<file path="config.mk">
export PLATFORM = sky130hd
export DESIGN_NAME = movavg_lane_serializer
export DESIGN_NICKNAME = d
export VERILOG_FILES = /design/src/rtl/movavg_lane_serializer.sv
export SDC_FILE = /design/constraint.sdc
export NUM_CORES = 1
export LEC_CHECK = 0
export ABC_AREA = 1
export CORE_MARGIN = 10
export CORE_UTILIZATION = 51
export CTS_CLUSTER_DIAMETER = 50
export CTS_CLUSTER_SIZE = 14
export DETAILED_ROUTE_END_ITERATION = 12
export PLACE_DENSITY_LB_ADDON = 0.3
export SLEW_MARGIN = 5
export SYNTH_ARGS = -nofsm -noshare
export SYNTH_HDL_FRONTEND = slang
export SYNTH_SLANG_ARGS = --single-unit
</file>
<file path="constraint.sdc">
create_clock -name clk -period 16.4 [get_ports clk]
set_input_delay 4.1 -clock clk [delete_from_list [all_inputs] [get_ports clk]]
set_output_delay 4.1 -clock clk [all_outputs]
set_load 0.05 [all_outputs]
</file>
<file path="src/rtl/movavg_lane_serializer.sv">
// Normalises the two per-cycle movavg lane sums and serialises them, older lane first,
// through a small FIFO with valid/ready on both sides.
module movavg_lane_serializer #(
  parameter int unsigned WIDTH = 64,
  parameter int unsigned DEPTH = 8,
  parameter int unsigned SHIFT = 2,
  parameter int unsigned ROUND = 1
) (
  input  logic                     clk,
  input  logic                     reset,
  input  logic                     in_valid,
  output logic                     in_ready,
  input  logic [WIDTH-1:0]         sumA,
  input  logic [WIDTH-1:0]         sumB,
  output logic                     out_valid,
  input  logic                     out_ready,
  output logic [WIDTH-1:0]         out_data,
  output logic                     out_lane,
  output logic [$clog2(DEPTH):0]   level
);

  localparam int unsigned PW = $clog2(DEPTH);
  localparam int unsigned LW = PW + 1;
  localparam logic [WIDTH:0] RndAdd = (ROUND != 0 && SHIFT > 0) ?
      ((WIDTH + 1)'(1) << (SHIFT > 0 ? SHIFT - 1 : 0)) : '0;

  // Extra bit keeps the rounding carry of an all-ones sum.
  function automatic logic [WIDTH-1:0] normalise(input logic [WIDTH-1:0] sum);
    logic [WIDTH:0] ext;
    ext = ({1'b0, sum} + RndAdd) >> SHIFT;
    return WIDTH'(ext);
  endfunction

  logic [PW-1:0]    wr_ptr_q, wr_ptr_d;
  logic [PW-1:0]    rd_ptr_q, rd_ptr_d;
  logic [LW-1:0]    level_q, level_d;
  logic [WIDTH-1:0] data_q [DEPTH];
  logic [WIDTH-1:0] data_d [DEPTH];
  logic [DEPTH-1:0] lane_q, lane_d;
  logic             push, pop;

  assign in_ready  = (level_q <= LW'(DEPTH - 2));
  assign out_valid = (level_q != '0);
  assign out_data  = out_valid ? data_q[rd_ptr_q] : '0;
  assign out_lane  = out_valid ? lane_q[rd_ptr_q] : 1'b0;
  assign level     = level_q;

  assign push = in_valid && in_ready;
  assign pop  = out_valid && out_ready;

  always_comb begin
    data_d   = data_q;
    lane_d   = lane_q;
    wr_ptr_d = wr_ptr_q;
    rd_ptr_d = rd_ptr_q;
    level_d  = level_q;
    if (push) begin
      data_d[wr_ptr_q]          = normalise(sumB);
      lane_d[wr_ptr_q]          = 1'b0;
      data_d[wr_ptr_q + PW'(1)] = normalise(sumA);
      lane_d[wr_ptr_q + PW'(1)] = 1'b1;
      wr_ptr_d                  = wr_ptr_q + PW'(2);
    end
    if (pop) begin
      rd_ptr_d = rd_ptr_q + PW'(1);
    end
    unique case ({push, pop})
      2'b10:   level_d = level_q + LW'(2);
      2'b01:   level_d = level_q - LW'(1);
      2'b11:   level_d = level_q + LW'(1);
      default: level_d = level_q;
    endcase
  end

  always_ff @(posedge clk) begin
    if (!reset) begin
      wr_ptr_q <= '0;
      rd_ptr_q <= '0;
      level_q  <= '0;
    end else begin
      wr_ptr_q <= wr_ptr_d;
      rd_ptr_q <= rd_ptr_d;
      level_q  <= level_d;
    end
  end

  // Storage needs no reset: nothing is visible until level is non-zero.
  always_ff @(posedge clk) begin
    data_q <= data_d;
    lane_q <= lane_d;
  end

  // Unsigned level, so an underflow also shows up as a value above DEPTH.
  a_level_bound : assert property (@(posedge clk) disable iff (!reset)
    level_q <= LW'(DEPTH));

endmodule
</file>
== Word level (Yosys, flattened, before mapping) ==
Index checks and enable logic that the tools add are counted.

* ROM bits: 0
* Input port bits: 132
* Latch bits: 0
* Output and inout port bits: 71
* Memories: 0
* Register bits after elaboration: 530
* Word-level logic and storage cells: 66
* RAM bits: 0

* Reductions and logical operators: 8
* Div/mod/pow operators: 0
* Mux-type cells: 18
* Bitwise operators: 6
* Magnitude comparators: 11
* Add/subtract/negate cells: 8
* Equal/unequal tests: 3
* Shift-type cells: 0
* Multipliers: 0

{| class="wikitable"
|+ Operators by type and width
! cell !! number
|-
| bitwise mux 512 bit || 2
|-
| demux 64 bit (select 3 bit) || 2
|-
| 2-to-1 mux 64 bit || 5
|-
| binary-select mux 64 bit (select 3 bit) || 1
|-
| adder 64 x 2 -> 65 bit, second input constant || 2
|-
| >= comparator 4 bit, second input constant || 3
|-
| < comparator 3 x 4 -> 1 bit, second input constant || 3
|-
| inverter 3 -> 4 bit || 3
|-
| one-hot mux 4 bit (3 select lines) || 1
|-
| AND 8 bit || 1
|-
| < comparator 4 x 1 -> 1 bit, second input constant || 2
|-
| inverter 8 bit || 1
|-
| bitwise OR 8 bit || 1
|-
| adder 3 x 1 -> 3 bit, second input constant || 2
|-
| demux 1 bit (select 3 bit) || 2
|-
| >= comparator 3 x 1 -> 1 bit, second input constant || 2
|-
| logical AND 1 bit || 6
|-
| adder 4 x 1 -> 4 bit, second input constant || 1
|-
| adder 4 x 2 -> 4 bit, second input constant || 1
|-
| equality test 2 bit, second input constant || 2
|-
| less-or-equal comparator 4 x 3 -> 1 bit, second input constant || 1
|-
| 2-to-1 mux 1 bit || 4
|-
| nonzero test 4 bit || 1
|-
| subtractor 4 x 1 -> 4 bit, second input constant || 1
|-
| other kinds (4) || 4
|}

== Logic depth before layout (Yosys ltp) ==
* Depth in word-level cells: 7
* Gate-level depth with buffers: 11
* Mapped depth without buffers: 11

== Least setup slack after synthesis ==
OpenSTA, ideal clock, no wires.

* Path type: input -> register
* Start: input port in_valid
* End: register data_q[0] (netlist bit) (enable)
* Data arrival time: 9.601 ns
* Data required time: 15.788 ns
* Buffers on the path: 1
* Setup slack: 6.187 ns
* Stages on the path: 3
* Setup time: 0.612 ns
* Cells stage by stage: nand2_1 -> buf_2 -> nor2_1

* Word-level cells in the longest chain between the ends: 1

{| class="wikitable"
|+ Ends and longest elaborated chain
! element !! RTL line !! text
|-
| from (decl) || 11 || <nowiki>input logic in_valid,</nowiki>
|-
| logical AND 1 bit || 48 || <nowiki>assign push = in_valid && in_ready;</nowiki>
|-
| to (signal assigned) || 89 || <nowiki>data_q <= data_d;</nowiki>
|-
| to (decl) || 37 || <nowiki>logic [WIDTH-1:0] data_q [DEPTH];</nowiki>
|}

Every way passes these cells.
A chain may end at the register's enable or synchronous reset.

== Worst setup path after layout ==
* Start: register rd_ptr_q[1]
* End: output port out_data[28]

* Word-level cells in the longest chain between the ends: 5

{| class="wikitable"
|+ Ends and longest elaborated chain
! element !! RTL line !! text
|-
| from (decl) || 35 || <nowiki>logic [PW-1:0] rd_ptr_q, rd_ptr_d;</nowiki>
|-
| from (signal assigned) || 82 || <nowiki>rd_ptr_q <= rd_ptr_d;</nowiki>
|-
| inverter 3 -> 4 bit (implied by the code) || 44 || <nowiki>assign out_data = out_valid ? data_q[rd_ptr_q] : '0;</nowiki>
|-
| binary-select mux 64 bit (select 3 bit) || 44 ||
|-
| 2-to-1 mux 64 bit (implied by the code) (2 in a row) || 44 ||
|-
| 2-to-1 mux 64 bit || 44 ||
|-
| to (decl) || 17 || <nowiki>output logic [WIDTH-1:0] out_data,</nowiki>
|}

Every way passes these cells. The select of a mux whose other input is x is not followed.

==> run metrics <==
Post-Synthesis Net Count between 2000 and 3000; multi-input combinational cell area between 0.009 and 0.01 sq mm; Syn Inst Count between 2000 and 3000; number of setup violations in the final report 0; max-slew violation count 0; PD cells between 150 and 200 mW/mm^2; Crit Path Category flip-flop to primary output; register area share after synthesis 0.609; chip height about 240 um; initial detailed-routing violation count ~2600; number of filler cells placed in the layout 4158; first-pass GRT wire length ~130 mm; largest net degree at the start of global routing 126; GRT Total Usage 0.279; hold buffer count at cts 0; RSZ-0062 raised after global routing no; area enclosed by the die boundary 0.0594 sq mm; largest clock skew in the final design between 0.015 and 0.02 ns; run status complete, no violations; number of setup buffers added after CTS 0; Synth top area share 0.602; yosys warns 0; area growth from synthesis to final layout 16.0%; I/O Pins 203; Final nets around 3000; time the worst path needs with I/O delays and setup 8.61 ns; biggest area consumer among synthesized cells sky130_fd_sc_hd__edfxtp_1; netlist area before placement 0.0255 sq mm; PortBufs 199; Yosys cell types 38; transition time of the tightest slew-check pin 1.11 ns; Hold WC Path Type flip-flop to flip-flop; CTS tree built; reg-to-reg slack, setup ~13 ns; routed wire length 85.0 mm; worst-case hold slack 0.528 ns; layout cells sized above 1 0.0649; mean instance size in the synthesized netlist 9.65 sq um; Setup crit start kind flip-flop; VDD IR-drop max 0.112 mV; 1st-pass router iterations 6; cts repair resizes 0; top fanout value on the critical path 71; footprint of the flip-flops and latches between 0.015 and 0.02 sq mm; effective utilization at floorplan 0.519; core area just under 0.05 sq mm; crit share post-route 0.525; maximum root-to-sink buffer count 3; vias after detailed routing about 21000; share of synthesized flip-flops with an asynchronous set or reset 0; synth top area cells sky130_fd_sc_hd__edfxtp_1, sky130_fd_sc_hd__nor2_1, sky130_fd_sc_hd__o21ai_0; count of endpoints failing hold in the final timing report 0; TritonCTS sink count about 520; Clk Latency, worst-skew pair roughly 0.6 ns; number of nets still failing antenna checks after routing 0; Avg WL per Cell 24.4 um; htree depth 2; vias in the first global route about 20000; Reg clk slew, reported paths 0.06 ns; FF+latch count, synth about 520; Leak Pwr approximately 0.01 uW; power consumption 4800 uW; commonest cells after routing, fill and taps aside sky130_fd_sc_hd__nor2_1, sky130_fd_sc_hd__edfxtp_1, sky130_fd_sc_hd__o21ai_0; max-cap viol count 0; CP Capture Type primary output; routed vias/inst between 5 and 6; total negative setup slack 0 ns; headroom to the max-slew limit 0.261; leading cell type in the layout, fill and taps excluded sky130_fd_sc_hd__nor2_1; arrival time of data at the critical path endpoint 4.51 ns; total grt overflow 0; initial antenna violation count 0; detailed placer's ending HPWL 57.1 mm; number of placement rows 81; number of flops mapped to enable cells by yosys ~500; count of unresolved DRC violations after routing 0; master cell of the clock root buffer sky130_fd_sc_hd__clkbuf_16; global placement routability congestion roughly 1; dominant synthesized flop cell sky130_fd_sc_hd__edfxtp_1; total clock buffers created by CTS 52; achievable frequency ~120 MHz; x dimension of the die around 240 um; Crit path required time about 12 ns
==> sequential cells by signal (all words and copies together) (netlist names) <==
| name | flops |
|---|---|
| data_q | 504 |
| lane_q | 8 |
| level | 4 |
| rd_ptr_q | 3 |
| wr_ptr_q | 2 |
==> power by group <==
group / switching [uW] / internal (uW) / leakage, uW
Clock: 509 / 640 / 0.000775
Combinational: 1370 / 529 / 0.00451
Sequential: 71.2 / 1680 / 0.00481
Total: 1950 / 2850 / 0.0101
==> synth_stat cells, types with 10 or more instances <==
cell / number
sky130_fd_sc_hd__xnor2_1: 23
sky130_fd_sc_hd__nor2_1: 746
sky130_fd_sc_hd__clkbuf_1: 93
sky130_fd_sc_hd__nor3_1: 47
sky130_fd_sc_hd__nand2_2: 15
sky130_fd_sc_hd__nand2_1: 282
sky130_fd_sc_hd__buf_2: 31
sky130_fd_sc_hd__o21ai_0: 315
sky130_fd_sc_hd__xor2_1: 71
sky130_fd_sc_hd__a21oi_1: 57
sky130_fd_sc_hd__ha_1: 10
sky130_fd_sc_hd__edfxtp_1: 512
sky130_fd_sc_hd__nand3_1: 60
sky130_fd_sc_hd__o22ai_1: 126
sky130_fd_sc_hd__nand4_1: 39
sky130_fd_sc_hd__inv_1: 111
sky130_fd_sc_hd__o21ai_1: 14
sky130_fd_sc_hd__nor2_2: 18
sky130_fd_sc_hd__inv_2: 13
sky130_fd_sc_hd__nor3_2: 13
==> final timing paths <==
kind	startpoint	endpoint	cells after the start
worst max-delay path	rd_ptr_q[1]	out_data[28]	7
worst min-delay path	lane_q[1]	lane_q[1]	2
worst max register to register	level[1]	level[3]	11
worst min register to register	lane_q[1]	lane_q[1]	2
==> final cells by class <==
| cell class | count | area share |
|---|---|---|
| repair buffers | 220 | 0.0729 |
| multi-input cells | 1871 | 0.304 |
| flip-flops and latches | 521 | 0.525 |
| well taps | 664 | 0.0280 |
| clock inverters | 22 | 0.00811 |
| inverters | 124 | 0.0161 |
| clock buffers | 60 | 0.0456 |
| diodes | 1 | 0.0000844 |
==> per-layer routing <==
layer  track usage  part of all wire  vias up
li1              -                 -     9434
met1         0.376              0.40     9954
met2         0.446              0.47     1150
met3        0.0485             0.094      171
met4         0.106             0.037        0
met5             0                 0        -
==> kinds of logic after synthesis <==
logic type               share of synthesized area
AND/OR/NAND/NOR                              0.204
AO/OA/AOI/OAI                                0.110
flip-flops                                   0.609
buffers and inverters                       0.0399
XOR/XNOR                                    0.0322
adder cells (fa/ha/maj)                    0.00568
other                                     0.000147
==> metrics by stage <==
step / instances / setup slack, ns / utilization / instance area, sq um
global route: 3482 / 7.65 / 0.602 / 29600
CTS: 3482 / 7.84 / 0.602 / 29600
global placement: 3400 / 8.56 / 0.569 / 28000
finish: 3483 / 7.79 / 0.602 / 29600
detailed placement: 3400 / 8.49 / 0.569 / 28000
floorplan: 2647 / 6.19 / - / 25500
==> worst max-delay path, cell delays in order, from the launching register on <==
cell                              delay (ns)
sky130_fd_sc_hd__dfxtp_4                0.54
sky130_fd_sc_hd__inv_2                  0.87
sky130_fd_sc_hd__buf_4                  0.75
sky130_fd_sc_hd__o21ai_0                0.25
sky130_fd_sc_hd__o22ai_1                0.19
sky130_fd_sc_hd__o21ai_0                0.11
sky130_fd_sc_hd__nor2_1                 0.22
sky130_fd_sc_hd__clkdlybuf4s50_1        0.84
No activity file was read; power rests on OpenSTA's default activity.
